$ cat src/rtl/reg_coef_solve.sv
// reg_coef_solve: regression coefficients from a symmetric 2x2 inverse and X'Y.
// One shared signed multiplier sequenced over four cycles, then round/saturate.
module reg_coef_solve #(
  parameter int INV_FRAC = 16,
  parameter int SY_W     = 24,
  parameter int SXY_W    = 32,
  parameter int OUT_W    = 32
) (
  input  logic                    clk,
  input  logic                    rst,
  input  logic                    in_valid,
  output logic                    in_ready,
  input  logic signed [31:0]      inv0,
  input  logic signed [19:0]      inv1,
  input  logic signed [20:0]      inv2,
  input  logic signed [SY_W-1:0]  sy,
  input  logic signed [SXY_W-1:0] sxy,
  output logic                    out_valid,
  input  logic                    out_ready,
  output logic signed [OUT_W-1:0] beta0,
  output logic signed [OUT_W-1:0] beta1,
  output logic                    sat
);

  typedef enum logic [2:0] {
    IDLE, M0, M1, M2, M3, RND, OUT
  } state_t;

  localparam logic signed [65:0] HALF =
    66'sd1 <<< (INV_FRAC - 1);
  localparam logic signed [65:0] MAXV =
    (66'sd1 <<< (OUT_W - 1)) - 66'sd1;
  localparam logic signed [65:0] MINV =
    -(66'sd1 <<< (OUT_W - 1));
  localparam logic [OUT_W-1:0] MAXO =
    {1'b0, {(OUT_W-1){1'b1}}};
  localparam logic [OUT_W-1:0] MINO =
    {1'b1, {(OUT_W-1){1'b0}}};

  state_t state, state_nx;

  logic signed [31:0] inv0_q, inv1_q, inv2_q;
  logic signed [31:0] sy_q, sxy_q;
  logic signed [31:0] mul_a, mul_b;
  logic signed [63:0] prod;
  logic signed [65:0] acc0, acc1;
  logic [OUT_W:0]     rs0, rs1;
  logic               take;

  // Round half toward +inf, then clip; MSB of result flags a clip.
  function automatic logic [OUT_W:0] rnd_sat(
    input logic signed [65:0] acc
  );
    logic signed [65:0] r;
    r = (acc + HALF) >>> INV_FRAC;
    if (r > MAXV)
      rnd_sat = {1'b1, MAXO};
    else if (r < MINV)
      rnd_sat = {1'b1, MINO};
    else
      rnd_sat = {1'b0, r[OUT_W-1:0]};
  endfunction

  assign in_ready  = (state == IDLE);
  assign out_valid = (state == OUT);
  assign take      = in_valid & in_ready;
  assign prod      = mul_a * mul_b;
  assign rs0       = rnd_sat(acc0);
  assign rs1       = rnd_sat(acc1);

  // State register.
  always_ff @(posedge clk or posedge rst) begin
    if (rst) state <= IDLE;
    else     state <= state_nx;
  end

  // Sequencing: fixed walk through the products, wait in OUT for the consumer.
  always_comb begin
    state_nx = state;
    case (state)
      IDLE:    if (take) state_nx = M0;
      M0:      state_nx = M1;
      M1:      state_nx = M2;
      M2:      state_nx = M3;
      M3:      state_nx = RND;
      RND:     state_nx = OUT;
      OUT:     if (out_ready) state_nx = IDLE;
      default: state_nx = IDLE;
    endcase
  end

  // Operand select for the shared multiplier.
  always_comb begin
    mul_a = '0;
    mul_b = '0;
    case (state)
      M0: begin mul_a = inv0_q; mul_b = sy_q;  end
      M1: begin mul_a = inv1_q; mul_b = sxy_q; end
      M2: begin mul_a = inv1_q; mul_b = sy_q;  end
      M3: begin mul_a = inv2_q; mul_b = sxy_q; end
      default: ;
    endcase
  end

  // Operand capture, accumulation and result registers.
  always_ff @(posedge clk or posedge rst) begin
    if (rst) begin
      inv0_q <= '0;
      inv1_q <= '0;
      inv2_q <= '0;
      sy_q   <= '0;
      sxy_q  <= '0;
      acc0   <= '0;
      acc1   <= '0;
      beta0  <= '0;
      beta1  <= '0;
      sat    <= 1'b0;
    end else begin
      case (state)
        IDLE: if (take) begin
          inv0_q <= inv0;
          inv1_q <= 32'(inv1);
          inv2_q <= 32'(inv2);
          sy_q   <= 32'(sy);
          sxy_q  <= 32'(sxy);
          acc0   <= '0;
          acc1   <= '0;
        end
        M0, M1: acc0 <= acc0 + 66'(prod);
        M2, M3: acc1 <= acc1 + 66'(prod);
        RND: begin
          beta0 <= rs0[OUT_W-1:0];
          beta1 <= rs1[OUT_W-1:0];
          sat   <= rs0[OUT_W] | rs1[OUT_W];
        end
        default: ;
      endcase
    end
  end

endmodule

$ cat config.mk
export PLATFORM = sky130hd
export DESIGN_NAME = reg_coef_solve
export DESIGN_NICKNAME = d
export VERILOG_FILES = /design/src/rtl/reg_coef_solve.sv
export SDC_FILE = /design/constraint.sdc
export NUM_CORES = 2
export LEC_CHECK = 0
export BUFFER_PORTS_ARGS = -buffer_cell sky130_fd_sc_hd__buf_2
export CORE_ASPECT_RATIO = 0.6
export CORE_MARGIN = 10
export CORE_UTILIZATION = 57
export DETAILED_ROUTE_END_ITERATION = 7
export PLACE_DENSITY = 0.75
export RECOVER_POWER = 50
export SKIP_LAST_GASP = 1
export SYNTH_ARGS = -nofsm -noshare
export SYNTH_HDL_FRONTEND = slang
export SYNTH_SLANG_ARGS = --single-unit
$ cat constraint.sdc
create_clock -name clk -period 21 [get_ports clk]
set_input_delay 1.05 -clock clk [delete_from_list [all_inputs] [get_ports clk]]
set_output_delay 1.05 -clock clk [all_outputs]
set_load 0.01 [all_outputs]
==> flow_summary.json <==
{
  "initial_core_util": 0.578,
  "ctsHtreeMaxLevel": 2,
  "syn2layout_area_growth_pct": 6.53,
  "worst_pin_slew_ns": 4.33,
  "wl_per_cell_um": 24.9,
  "synth_seq_cells": 329,
  "grt_pass1_vias": 48400,
  "cts.repair.resized": 0,
  "synth_area_mm2": 0.0572,
  "status": "finished, violations left",
  "crit_family": "compound AO/OA/AOI/OAI gates",
  "synth_flop_cell": "dfrtp_1",
  "yosysUniqueCellTypes": 86,
  "timing.fmax_ghz": 0.0665,
  "cp-end-kind": "flip-flop",
  "synth_top_area_frac": 0.380,
  "boundaryPins": 200,
  "drv_slew": 414,
  "nNetsFinal": 8101,
  "firstDrtPassIters": 7,
  "drive_gt1_frac": 0.0628,
  "final_cell_mix": "nand2_1, fa_1, inv_1",
  "clk_latency_ns": 0.62,
  "wl_mm": 197,
  "drt-vias-per-instance": 6.02,
  "max-slew-margin-rel": -1.90,
  "antenna_found_initial": 7,
  "critical_path.max_fanout": 48,
  "finalSetupViolCount": 0,
  "syn-num-nets": 8054,
  "fillers": 8557,
  "grt_max_degree": 98,
  "final_antenna_net_count": 0,
  "skew_ns": 0.0432,
  "numCtsBuffers": 38,
  "min_period_ns": 15.04,
  "drc": 0,
  "holdWs_ns": 0.479,
  "grtUsageTotal": 0.346,
  "grt_setup_unrepaired": "no",
  "holdBufCountCts": 0,
  "grt.overflow.total": 0,
  "reg2regPathDepth": 41,
  "maxCapViolations": 6,
  "required_ns": 21.50,
  "portBuffers": 199,
  "hold_class": "flip-flop to flip-flop",
  "slowest_stage": "clkbuf_1",
  "max_stage_delay_ns": 1.32,
  "post-route-util": 0.616,
  "r2r_slack_ns": 5.96,
  "synth_area_leaders": "fa_1, dfrtp_1, nand2_1",
  "worstHoldPathCells": 2,
  "clockRootBuffer": "clkbuf_16",
  "postSynthCellCount": 6521,
  "ys_seq_area_frac": 0.144,
  "synth-edff-count": 0,
  "clk_pin_slew_worst_paths_ns": 0.07,
  "ys_async_sr_fraction": 1.00,
  "min-delay-start": "inv0_q[10]",
  "violations": "max-capacitance violations, max-slew violations",
  "tns_ns": 0,
  "crit_path_frequent_cell": "fa_1",
  "post_cts_buffers": 0,
  "detail_route.iter0.violations": 5335,
  "gp_congestion": 1.03,
  "hpwl_mm": 159,
  "post-route-period-util": 0.716,
  "cts_sinks": 329,
  "cts_tree": "done",
  "r2r_end": "acc1[59]",
  "clockBufferDepth": 3,
  "coreArea_mm2": 0.0989,
  "crit_type": "flip-flop to flip-flop",
  "via_count": 47600,
  "grt_pass1_wl_mm": 302,
  "die_w_um": 429,
  "hold_viol_final": 0,
  "synth_top_area_cell": "fa_1",
  "dieArea_mm2": 0.114,
  "final_common_cell": "nand2_1",
  "fp-row-count": 89,
  "synth-warning-count": 0,
  "worstReg2RegStart": "state[1]",
  "crit_buf_inv": 7,
  "syn_avg_cell_area_um2": 8.77,
  "critical_path_arrival_ns": 15.54,
  "hold_end": "inv0_q[10]",
  "cp-start-kind": "flip-flop",
  "die_h_um": 265
}
-- sequential cells by signal (all words and copies together), names as in the netlist --
| register | cells |
|---|---|
| state | 3 |
| sy_q | 24 |
| sxy_q | 32 |
| beta1 | 32 |
| acc0 | 66 |
| inv1_q | 20 |
| inv2_q | 21 |
| beta0 | 32 |
| acc1 | 66 |
| inv0_q | 32 |
| sat | 1 |
-- worst max path at each step --
stage,startpoint,to,slack (ns),cells past startpoint
final,state[1],acc1[59],5.96,41
after global placement,state[1],acc0[59],7.51,49
after detailed placement,state[0],acc0[65],7.24,38
after CTS,state[0],acc0[65],7.27,38
after floorplan,state[0],acc0[59],9.31,49
after global routing,state[1],acc0[58],5.25,45
-- through the flow --
stage                     area, um2  setup slack (ns)  instances
after floorplan               57200              9.31       6521
after global placement        59700              7.51       7847
after detailed placement      59700              7.24       7847
after CTS                     61000              7.27       7913
after global routing          60900              5.25       7914
final                         60900              5.96       7921
-- cells by family (layout without fill, tap and decap cells) --
| group | count (synthesis) | after routing | synth area share |
|---|---|---|---|
| multiplexers | 2 | 2 | 0.000350 |
| XOR/XNOR | 272 | 272 | 0.0421 |
| adder cells (fa/ha/maj) | 1400 | 1400 | 0.449 |
| flip-flops | 329 | 329 | 0.144 |
| AO/OA/AOI/OAI | 1020 | 1020 | 0.119 |
| AND/OR/NAND/NOR | 2170 | 2170 | 0.158 |
| buffers and inverters | 1328 | 1401 | 0.0879 |
| other | 0 | 8 | 0 |
-- cell type report --
class                      count  area (um2)  share of cell area
multi-input combinational   4864       44100               0.724
sequential                   329        8230               0.135
inverter                    1007        3780              0.0621
clock buffer                  48        1030              0.0169
clock inverter                18         238             0.00390
tap                         1319        1650              0.0271
antenna                        8        20.0            0.000329
timing repair buffer         328        1860              0.0306
-- synth_stat cells, types with 27 or more instances --
cell	instances
a21oi_1	227
a31oi_1	37
xnor2_1	133
o21a_1	75
nand2_1	1177
xor2_1	136
clkbuf_1	290
ha_1	316
and3_1	41
a22oi_1	44
inv_1	1007
nor2_1	637
nand4_1	43
a21o_1	161
a22o_1	33
o211ai_1	36
o21ai_0	217
nand3_1	76
dfrtp_1	329
nor2b_1	39
fa_1	1084
o211ai_2	27
nor3_1	35
-- worst min-delay path, stage by stage (launching register included) --
cell	delay, ns
dfrtp_1	0.34
nand2_1	0.05
nand2_1	0.05
-- metal layers --
| metal | global-route usage | part of all wire | vias up |
|---|---|---|---|
| li1 | - | - | 20500 |
| met1 | 0.484 | 0.40 | 23700 |
| met2 | 0.468 | 0.39 | 2988 |
| met3 | 0.170 | 0.17 | 457 |
| met4 | 0.103 | 0.039 | 6 |
| met5 | 0 | 0.00023 | - |
Power is not shown: default switching activity piles up to over one toggle a cycle in this logic, so the estimate is an artifact.
